<file path="config.mk">
export PLATFORM = sky130hd
export DESIGN_NAME = calc_sequencer_flat
export DESIGN_NICKNAME = d
export VERILOG_FILES = /design/src/rtl/calc_pkg.sv /design/src/rtl/calc_sequencer_if.sv /design/src/rtl/calc_alu.sv /design/src/rtl/calc_sequencer.sv /design/src/flat_wrapper.sv
export SDC_FILE = /design/constraint.sdc
export NUM_CORES = 1
export LEC_CHECK = 0
export BUFFER_PORTS_ARGS = -buffer_cell sky130_fd_sc_hd__buf_4
export CAP_MARGIN = 10
export CORE_ASPECT_RATIO = 1.25
export CORE_MARGIN = 5
export CORE_UTILIZATION = 35
export CTS_CLUSTER_SIZE = 40
export DETAILED_ROUTE_END_ITERATION = 12
export SLEW_MARGIN = 20
export SYNTH_ARGS = -nofsm -noshare
export SYNTH_HDL_FRONTEND = slang
export SYNTH_SLANG_ARGS = --single-unit
</file>
<file path="constraint.sdc">
create_clock -name clock -period 5.5 [get_ports clock]
set_input_delay 0.55 -clock clock [delete_from_list [all_inputs] [get_ports clock]]
set_output_delay 0.55 -clock clock [all_outputs]
set_load 0.01 [all_outputs]
</file>
<file path="src/rtl/calc_pkg.sv">
// -----------------------------------------------------------------------------
// calc_pkg
// Shared definitions for the calculator sequencer: FSM state encodings,
// opcode constants, the phase codes shown on Display and the Leds progress
// bar patterns.
// -----------------------------------------------------------------------------
package calc_pkg;

  // FSM states; the encodings are visible to anyone probing the state register
  typedef enum logic [2:0] {
    ST_IDLE    = 3'b000,
    ST_WITH_A  = 3'b001,
    ST_WITH_B  = 3'b010,
    ST_COMPUTE = 3'b011,
    ST_RESULT  = 3'b100
  } state_e;

  // Opcodes, held 8 bits wide so any legal OP_WIDTH (3..8) zero-extends onto them
  localparam logic [7:0] OP_ADD = 8'd0;
  localparam logic [7:0] OP_SUB = 8'd1;
  localparam logic [7:0] OP_AND = 8'd2;
  localparam logic [7:0] OP_OR  = 8'd3;
  localparam logic [7:0] OP_XOR = 8'd4;
  localparam logic [7:0] OP_NOT = 8'd5;
  localparam logic [7:0] OP_SHL = 8'd6;
  localparam logic [7:0] OP_SHR = 8'd7;

  // Display phase codes (COMPUTE and RESULT share a code)
  localparam logic [2:0] DISP_IDLE    = 3'b100;
  localparam logic [2:0] DISP_WITH_A  = 3'b001;
  localparam logic [2:0] DISP_WITH_B  = 3'b010;
  localparam logic [2:0] DISP_COMPUTE = 3'b011;
  localparam logic [2:0] DISP_RESULT  = 3'b011;

  // Leds progress bar, one more LED lit per completed step
  localparam logic [3:0] LEDS_IDLE    = 4'b0001;
  localparam logic [3:0] LEDS_WITH_A  = 4'b0011;
  localparam logic [3:0] LEDS_WITH_B  = 4'b0111;
  localparam logic [3:0] LEDS_COMPUTE = 4'b0111;
  localparam logic [3:0] LEDS_RESULT  = 4'b1111;

  // Result flags as latched at the end of COMPUTE
  typedef struct packed {
    logic zero;
    logic carry;
    logic overflow;
  } flags_t;

endpackage

</file>
<file path="src/rtl/calc_sequencer_if.sv">
// -----------------------------------------------------------------------------
// calc_sequencer_if
// Front-panel bundle of the calculator: switches and push-buttons in,
// displayed value, phase code, progress LEDs, flags and Busy out.
//   Switchs   : operand in [WIDTH-1:0], opcode in the top OP_WIDTH bits
//   Enter     : push-button, asynchronous, active-high
//   Clear     : push-button, asynchronous, active-high
//   ValueOut  : displayed value
//   Display   : phase code
//   Leds      : progress bar
//   Zero, Carry_out, Overflow : result flags (only shown in RESULT)
//   Busy      : high while computing
// Modports: master = panel/driver side, slave = calculator side.
// -----------------------------------------------------------------------------
interface calc_sequencer_if #(
  parameter int WIDTH    = 8,
  parameter int OP_WIDTH = 4
);

  logic [WIDTH+OP_WIDTH-1:0] Switchs;
  logic                      Enter;
  logic                      Clear;
  logic [WIDTH-1:0]          ValueOut;
  logic [2:0]                Display;
  logic [3:0]                Leds;
  logic                      Zero;
  logic                      Carry_out;
  logic                      Overflow;
  logic                      Busy;

  modport master (
    output Switchs, Enter, Clear,
    input  ValueOut, Display, Leds, Zero, Carry_out, Overflow, Busy
  );

  modport slave (
    input  Switchs, Enter, Clear,
    output ValueOut, Display, Leds, Zero, Carry_out, Overflow, Busy
  );

endinterface

</file>
<file path="src/rtl/calc_alu.sv">
// -----------------------------------------------------------------------------
// calc_alu
// Purely combinational arithmetic/logic unit for the calculator.
// Parameters: WIDTH (operand width, 4..32), OP_WIDTH (opcode width, 3..8).
// Ports:
//   a_i, b_i    : operands
//   op_i        : opcode (see calc_pkg); undefined codes give result 0
//   result_o    : result
//   carry_o     : carry for ADD, borrow for SUB, shifted-out bit for shifts
//   zero_o      : result == 0
//   overflow_o  : two's-complement overflow for ADD/SUB
// -----------------------------------------------------------------------------
module calc_alu
  import calc_pkg::*;
#(
  parameter int WIDTH    = 8,
  parameter int OP_WIDTH = 4
) (
  input  logic [WIDTH-1:0]    a_i,
  input  logic [WIDTH-1:0]    b_i,
  input  logic [OP_WIDTH-1:0] op_i,
  output logic [WIDTH-1:0]    result_o,
  output logic                carry_o,
  output logic                zero_o,
  output logic                overflow_o
);

  localparam int MSB = WIDTH - 1;

  logic [7:0]     op_ext;
  logic [WIDTH:0] sum_w;
  logic [WIDTH:0] diff_w;

  assign op_ext = 8'(op_i);

  // One extra bit on each so the top bit carries the carry/borrow
  assign sum_w  = {1'b0, a_i} + {1'b0, b_i};
  assign diff_w = {1'b0, a_i} - {1'b0, b_i};

  // Operation select; overflow is detected from operand and result signs
  always_comb begin
    result_o   = '0;
    carry_o    = 1'b0;
    overflow_o = 1'b0;
    case (op_ext)
      OP_ADD: begin
        result_o   = sum_w[WIDTH-1:0];
        carry_o    = sum_w[WIDTH];
        overflow_o = (a_i[MSB] == b_i[MSB]) && (sum_w[MSB] != a_i[MSB]);
      end
      OP_SUB: begin
        result_o   = diff_w[WIDTH-1:0];
        carry_o    = diff_w[WIDTH];
        overflow_o = (a_i[MSB] != b_i[MSB]) && (diff_w[MSB] != a_i[MSB]);
      end
      OP_AND: result_o = a_i & b_i;
      OP_OR:  result_o = a_i | b_i;
      OP_XOR: result_o = a_i ^ b_i;
      OP_NOT: result_o = ~a_i;
      OP_SHL: begin
        result_o = {a_i[WIDTH-2:0], 1'b0};
        carry_o  = a_i[MSB];
      end
      OP_SHR: begin
        result_o = {1'b0, a_i[WIDTH-1:1]};
        carry_o  = a_i[0];
      end
      default: begin
        result_o = '0;
      end
    endcase
  end

  assign zero_o = (result_o == '0);

endmodule

</file>
<file path="src/rtl/calc_sequencer.sv">
// -----------------------------------------------------------------------------
// calc_sequencer
// Push-button calculator sequencer. The user enters A, then B, then an
// opcode with the Enter button; one COMPUTE cycle later the result and its
// flags are shown. Clear returns to IDLE from anywhere.
// Parameters: WIDTH (4..32), OP_WIDTH (3..8).
// Ports:
//   clock   : single clock, rising edge
//   reset_n : asynchronous active-low reset
//   bus     : calc_sequencer_if.slave front-panel bundle
// Build option: define CALC_CHAIN_EN to make an Enter in RESULT load the
// previous result into A (accumulator chaining) instead of the switches.
// -----------------------------------------------------------------------------
module calc_sequencer
  import calc_pkg::*;
#(
  parameter int WIDTH    = 8,
  parameter int OP_WIDTH = 4
) (
  input  logic              clock,
  input  logic              reset_n,
  calc_sequencer_if.slave   bus
);

  state_e              state_q, state_d;
  logic [WIDTH-1:0]    a_q, a_d;
  logic [WIDTH-1:0]    b_q, b_d;
  logic [OP_WIDTH-1:0] op_q, op_d;
  logic [WIDTH-1:0]    result_q, result_d;
  flags_t              flags_q, flags_d;

  logic [1:0]          enter_sync_q, enter_sync_d;
  logic [1:0]          clear_sync_q, clear_sync_d;
  logic [1:0]          sync_vld_q, sync_vld_d;
  logic                enter_armed_q, enter_armed_d;

  logic                enter_s;
  logic                clear_s;
  logic                enter_evt;

  logic [WIDTH-1:0]    sw_operand;
  logic [OP_WIDTH-1:0] sw_opcode;

  logic [WIDTH-1:0]    alu_result;
  logic                alu_carry;
  logic                alu_zero;
  logic                alu_overflow;

  assign sw_operand = bus.Switchs[WIDTH-1:0];
  assign sw_opcode  = bus.Switchs[WIDTH+OP_WIDTH-1:WIDTH];

  assign enter_s   = enter_sync_q[1];
  assign clear_s   = clear_sync_q[1];
  assign enter_evt = enter_s && enter_armed_q;

  calc_alu #(
    .WIDTH    (WIDTH),
    .OP_WIDTH (OP_WIDTH)
  ) u_alu (
    .a_i        (a_q),
    .b_i        (b_q),
    .op_i       (op_q),
    .result_o   (alu_result),
    .carry_o    (alu_carry),
    .zero_o     (alu_zero),
    .overflow_o (alu_overflow)
  );

  // Button synchronisers and Enter edge detection. The event fires when the
  // synchronised Enter is high while armed, and disarms until Enter is seen
  // low again. sync_vld_q holds off arming until the synchronisers carry a
  // real sample after reset, so a button held through reset never fires.
  always_comb begin
    enter_sync_d  = {enter_sync_q[0], bus.Enter};
    clear_sync_d  = {clear_sync_q[0], bus.Clear};
    sync_vld_d    = {sync_vld_q[0], 1'b1};
    enter_armed_d = enter_armed_q;
    if (enter_evt) begin
      enter_armed_d = 1'b0;
    end else if (sync_vld_q[1] && !enter_s) begin
      enter_armed_d = 1'b1;
    end
  end

  // Next-state and datapath register updates; Clear overrides everything,
  // including a same-cycle Enter event and the COMPUTE latch
  always_comb begin
    state_d  = state_q;
    a_d      = a_q;
    b_d      = b_q;
    op_d     = op_q;
    result_d = result_q;
    flags_d  = flags_q;
    if (clear_s) begin
      state_d  = ST_IDLE;
      a_d      = '0;
      b_d      = '0;
      op_d     = '0;
      result_d = '0;
      flags_d  = '0;
    end else begin
      case (state_q)
        ST_IDLE: begin
          if (enter_evt) begin
            a_d     = sw_operand;
            state_d = ST_WITH_A;
          end
        end
        ST_WITH_A: begin
          if (enter_evt) begin
            b_d     = sw_operand;
            state_d = ST_WITH_B;
          end
        end
        ST_WITH_B: begin
          if (enter_evt) begin
            op_d    = sw_opcode;
            state_d = ST_COMPUTE;
          end
        end
        ST_COMPUTE: begin
          result_d         = alu_result;
          flags_d.zero     = alu_zero;
          flags_d.carry    = alu_carry;
          flags_d.overflow = alu_overflow;
          state_d          = ST_RESULT;
        end
        ST_RESULT: begin
          if (enter_evt) begin
`ifdef CALC_CHAIN_EN
            a_d = result_q;
`else
            a_d = sw_operand;
`endif
            state_d = ST_WITH_A;
          end
        end
        default: begin
          state_d = ST_IDLE;
        end
      endcase
    end
  end

  // State, datapath and synchroniser registers
  always_ff @(posedge clock or negedge reset_n) begin
    if (!reset_n) begin
      state_q       <= ST_IDLE;
      a_q           <= '0;
      b_q           <= '0;
      op_q          <= '0;
      result_q      <= '0;
      flags_q       <= '0;
      enter_sync_q  <= '0;
      clear_sync_q  <= '0;
      sync_vld_q    <= '0;
      enter_armed_q <= 1'b0;
    end else begin
      state_q       <= state_d;
      a_q           <= a_d;
      b_q           <= b_d;
      op_q          <= op_d;
      result_q      <= result_d;
      flags_q       <= flags_d;
      enter_sync_q  <= enter_sync_d;
      clear_sync_q  <= clear_sync_d;
      sync_vld_q    <= sync_vld_d;
      enter_armed_q <= enter_armed_d;
    end
  end

  // Moore output decode; flags are only shown while the result is displayed
  always_comb begin
    bus.ValueOut  = '0;
    bus.Display   = DISP_IDLE;
    bus.Leds      = LEDS_IDLE;
    bus.Busy      = 1'b0;
    bus.Zero      = 1'b0;
    bus.Carry_out = 1'b0;
    bus.Overflow  = 1'b0;
    case (state_q)
      ST_IDLE: begin
        bus.ValueOut = '0;
        bus.Display  = DISP_IDLE;
        bus.Leds     = LEDS_IDLE;
      end
      ST_WITH_A: begin
        bus.ValueOut = a_q;
        bus.Display  = DISP_WITH_A;
        bus.Leds     = LEDS_WITH_A;
      end
      ST_WITH_B: begin
        bus.ValueOut = b_q;
        bus.Display  = DISP_WITH_B;
        bus.Leds     = LEDS_WITH_B;
      end
      ST_COMPUTE: begin
        bus.ValueOut = '0;
        bus.Display  = DISP_COMPUTE;
        bus.Leds     = LEDS_COMPUTE;
        bus.Busy     = 1'b1;
      end
      ST_RESULT: begin
        bus.ValueOut  = result_q;
        bus.Display   = DISP_RESULT;
        bus.Leds      = LEDS_RESULT;
        bus.Zero      = flags_q.zero;
        bus.Carry_out = flags_q.carry;
        bus.Overflow  = flags_q.overflow;
      end
      default: begin
        bus.ValueOut = '0;
      end
    endcase
  end

endmodule

</file>
<file path="src/flat_wrapper.sv">
// flat-port wrapper written by rule: the top's interface ports become plain ports
module calc_sequencer_flat import calc_pkg::*;
#(
  parameter int WIDTH    = 8,
  parameter int OP_WIDTH = 4
)
  (clock, reset_n, bus_Switchs, bus_Enter, bus_Clear, bus_ValueOut, bus_Display, bus_Leds, bus_Zero, bus_Carry_out, bus_Overflow, bus_Busy);
  calc_sequencer_if #(.WIDTH(WIDTH), .OP_WIDTH(OP_WIDTH)) bus_i ();
  input  logic clock;
  input  logic reset_n;
  input wire logic [$bits(bus_i.Switchs)-1:0] bus_Switchs;
  input wire logic [$bits(bus_i.Enter)-1:0] bus_Enter;
  input wire logic [$bits(bus_i.Clear)-1:0] bus_Clear;
  output wire logic [$bits(bus_i.ValueOut)-1:0] bus_ValueOut;
  output wire logic [$bits(bus_i.Display)-1:0] bus_Display;
  output wire logic [$bits(bus_i.Leds)-1:0] bus_Leds;
  output wire logic [$bits(bus_i.Zero)-1:0] bus_Zero;
  output wire logic [$bits(bus_i.Carry_out)-1:0] bus_Carry_out;
  output wire logic [$bits(bus_i.Overflow)-1:0] bus_Overflow;
  output wire logic [$bits(bus_i.Busy)-1:0] bus_Busy;
  assign bus_i.Switchs = bus_Switchs;
  assign bus_i.Enter = bus_Enter;
  assign bus_i.Clear = bus_Clear;
  assign bus_ValueOut = bus_i.ValueOut;
  assign bus_Display = bus_i.Display;
  assign bus_Leds = bus_i.Leds;
  assign bus_Zero = bus_i.Zero;
  assign bus_Carry_out = bus_i.Carry_out;
  assign bus_Overflow = bus_i.Overflow;
  assign bus_Busy = bus_i.Busy;
  calc_sequencer #(.WIDTH(WIDTH), .OP_WIDTH(OP_WIDTH)) u_core (.clock(clock), .reset_n(reset_n), .bus(bus_i));
endmodule
</file>
==> impl_metrics.yaml <==
critical_path:
  cp.depth: 4
  crit_start: "u_core.state_q[0]$_DFFE_PN0P_"
  cpMaxStageDelayCell: "nor2b_1"
  crit_arrival_ns: 2.53
  crit_path_start_kind: "flip-flop"
  rr_worst_depth: 11
  critPathTopFamily: "simple AND/OR/NAND/NOR gates"
  regToRegSetupSlack_ns: 2.42
  crit_buf_inv: 2
  r2r_start: "u_core.a_q[0]$_DFFE_PN0P_"
  critical_path.max_fanout: 13
  crit_required_ns: 4.95
  slowest_delay_ns: 0.67
  path_class: "flip-flop to output port"
  critPathCapture: "bus_Busy"
  crit_chain: "nor2b_1 > nand2_1 > inv_1 > buf_4"
  r2r-end: "u_core.flags_q[2]$_DFFE_PN0P_"
  endpoint_kind: "output port"
clocking:
  postCtsHoldBufs: 0
  cts.clk_slew.worst_paths_ns: 0.06
  clkLatencyLatePin_ns: 0.29
  clkSinkCount: 41
  post_cts_buffers: 0
  cts_tree: "yes"
  root_buffer: "clkbuf_16"
  ctsResizeCount: 0
  clk_path_buf_depth: 2
  h-tree-depth: 2
  cts_made_buffers: 5
die:
  io_pins: 35
  initial_core_util: 0.360
  die_x_um: 96.8
  dieHeight_um: 119
  core-area_um2: 9170
  die-area_um2: 11500
  rows: 39
power_and_ir_drop:
  p_clk_frac: 0.449
  power_switching_mw: 0.192
  leakagePower_nw: 1.59
  pwr-share-comb: 0.134
  seq_power_share: 0.417
  powerDensity_nw_per_um2: 206
  switching_share: 0.250
  ir_drop_mv: 0.235
  cellInternalPower_mw: 0.578
final_layout:
  area_growth_pct: 13.3
  fillers: 967
  nNetsFinal: 439
  fin_util: 0.407
  final-seq-area_um2: 1030
  num_antenna_cells: 0
  drive_above_1_share: 0.136
  multi_input_area_um2: 2000
detailed_routing:
  vias: 2838
  first_iter_violations: 180
  drc: 0
  detail-route-antenna-nets: 0
  via_per_inst: 5.45
  wl_per_cell_um: 16.4
  first_pass_iters: 5
  routed_wirelength_mm: 8.55
min_path:
  holdCritPathClass: "primary input to async pin"
sta:
  hold_viol: 0
  fin_skew_ns: 0.00504
  clock.fmax_mhz: 324
  worstMarginPinSlew_ns: 0.973
  drv_slew: 0
  tns_ns: 0
  rsz0062_at_grt: "false"
  period_needed_ns: 3.08
  finalCritPeriodShare: 0.561
  setup_viol: 0
  relSlewSlack: 0.348
logic_synthesis:
  ys_types: 60
  ys.flop_type: "dfrtp_1"
  synth_seq_cells: 41
  synth.top_cells.by_area: "dfrtp_1 (31%), mux2i_1 (9.4%), ha_1 (9.1%)"
  synth_area_per_cell_um2: 8.63
  ys_seq_area_frac: 0.311
  yosysTopAreaCellShare: 0.311
  synth-async-reset-ratio: 1.00
  synthTopCellsByCount: "nor2_1 (45), dfrtp_1 (41), mux2i_1 (31)"
  synth.most_common_cell: "nor2_1"
  synth-edff-count: 0
  yosysWarnings: 0
  synth.cell_area_um2: 3300
  synth_area_leader_cell: "dfrtp_1"
  netlist_instances: 382
global_routing:
  antenna_found_initial: 0
  grt_overflow: 0
  grt_pass1_vias: 2696
  grt_pass1_wl_mm: 14.0
  grt_max_degree: 42
  grtUsageTotal: 0.149
place:
  post-dp-hpwl_mm: 6.50
  portBuffers: 33
  gp_congestion: 0.919
run_status:
  status: "finished, final reports clean"
run:
  cap_violations: 0
## through the flow
stage | std cells | power [mW] | setup WS [ns] | hold WS [ns] | instance area [µm²]
finish | 521 | 0.770 | 2.42 | 0.230 | 3740
global route | 521 | 0.803 | 2.21 | 0.275 | 3740
CTS | 521 | 0.779 | 2.43 | 0.251 | 3740
detailed placement | 513 | 0.429 | 2.45 | 0.339 | 3560
global placement | 513 | 0.428 | 2.53 | 0.332 | 3560
floorplan | 383 | 0.389 | 2.76 | 0.254 | 3300
## metal layers
layer / track usage / part of all wire / vias to the layer above
met3: 0.0200 / 0.036 / 15
li1: - / - / 1380
met2: 0.255 / 0.50 / 70
met1: 0.189 / 0.44 / 1373
met5: 0 / 0 / -
met4: 0.0632 / 0.021 / 0
## worst reg2reg max path: stages, from the launching register on
cell	delay, ns
dfrtp_1	0.46
inv_1	0.11
ha_1	0.18
inv_1	0.07
fa_1	0.45
nor2b_1	0.15
o31ai_1	0.35
o221a_2	0.28
o221ai_1	0.14
or4_1	0.56
nor3_2	0.13
a31o_1	0.15
## kinds of logic after synthesis
kind of cell,synth area share
adders and majority gates,0.103
and+or+nand+nor,0.187
buffers and inverters,0.0846
AOI/OAI and AO/OA,0.190
muxes,0.112
DFF,0.311
xor gates and xnor gates,0.0106
other,0.00114
## worst min-delay path by stage
| stage | slack, ns | depth (start not counted) | endpoint | from |
|---|---|---|---|---|
| after floorplan | 0.25 | 0 | u_core.a_q[0]$_DFFE_PN0P_ | reset_n |
| after global placement | 0.33 | 0 | u_core.clear_sync_q[1]$_DFF_PN0_ | u_core.clear_sync_q[0]$_DFF_PN0_ |
| after detailed placement | 0.34 | 0 | u_core.enter_sync_q[1]$_DFF_PN0_ | u_core.enter_sync_q[0]$_DFF_PN0_ |
| after CTS | 0.25 | 1 | u_core.enter_sync_q[1]$_DFF_PN0_ | reset_n |
| after global routing | 0.28 | 1 | u_core.enter_sync_q[0]$_DFF_PN0_ | reset_n |
| final | 0.23 | 1 | u_core.enter_sync_q[0]$_DFF_PN0_ | reset_n |
## power by group through the flow
stage | Clock, mW | Combinational, mW | Sequential [mW]
after floorplan | 0 | 0.0687 | 0.321
after global placement | 0 | 0.102 | 0.326
after detailed placement | 0 | 0.103 | 0.326
after CTS | 0.355 | 0.103 | 0.321
after global routing | 0.367 | 0.114 | 0.323
final | 0.346 | 0.103 | 0.321
## registers in the layout, indices dropped and copies added (netlist names)
signal                flops
u_core.enter_sync_q       2
u_core.b_q                8
u_core.sync_vld_q         2
u_core.enter_armed_q      1
u_core.flags_q            3
u_core.state_q            3
u_core.op_q               4
u_core.a_q                8
u_core.clear_sync_q       2
u_core.result_q           8
## final cells by class
class / count / share of cell area
Tap cell: 123 / 0.0412
Clock inverter: 2 / 0.0100
Inverter: 30 / 0.0301
Timing Repair Buffer: 36 / 0.0723
Clock buffer: 6 / 0.0372
Multi-Input combinational cell: 283 / 0.534
Sequential cell: 41 / 0.275
## cells in the final DEF (no fill, tap or decap), drive strengths merged, types with 19 or more instances in the layout
cell type / instances
a21oi: 19
buf: 36
dfrtp: 41
ha: 24
inv: 30
mux2i: 31
nand2: 25
nor2: 45
o21ai: 20
Power figures use the tool's default switching activity.
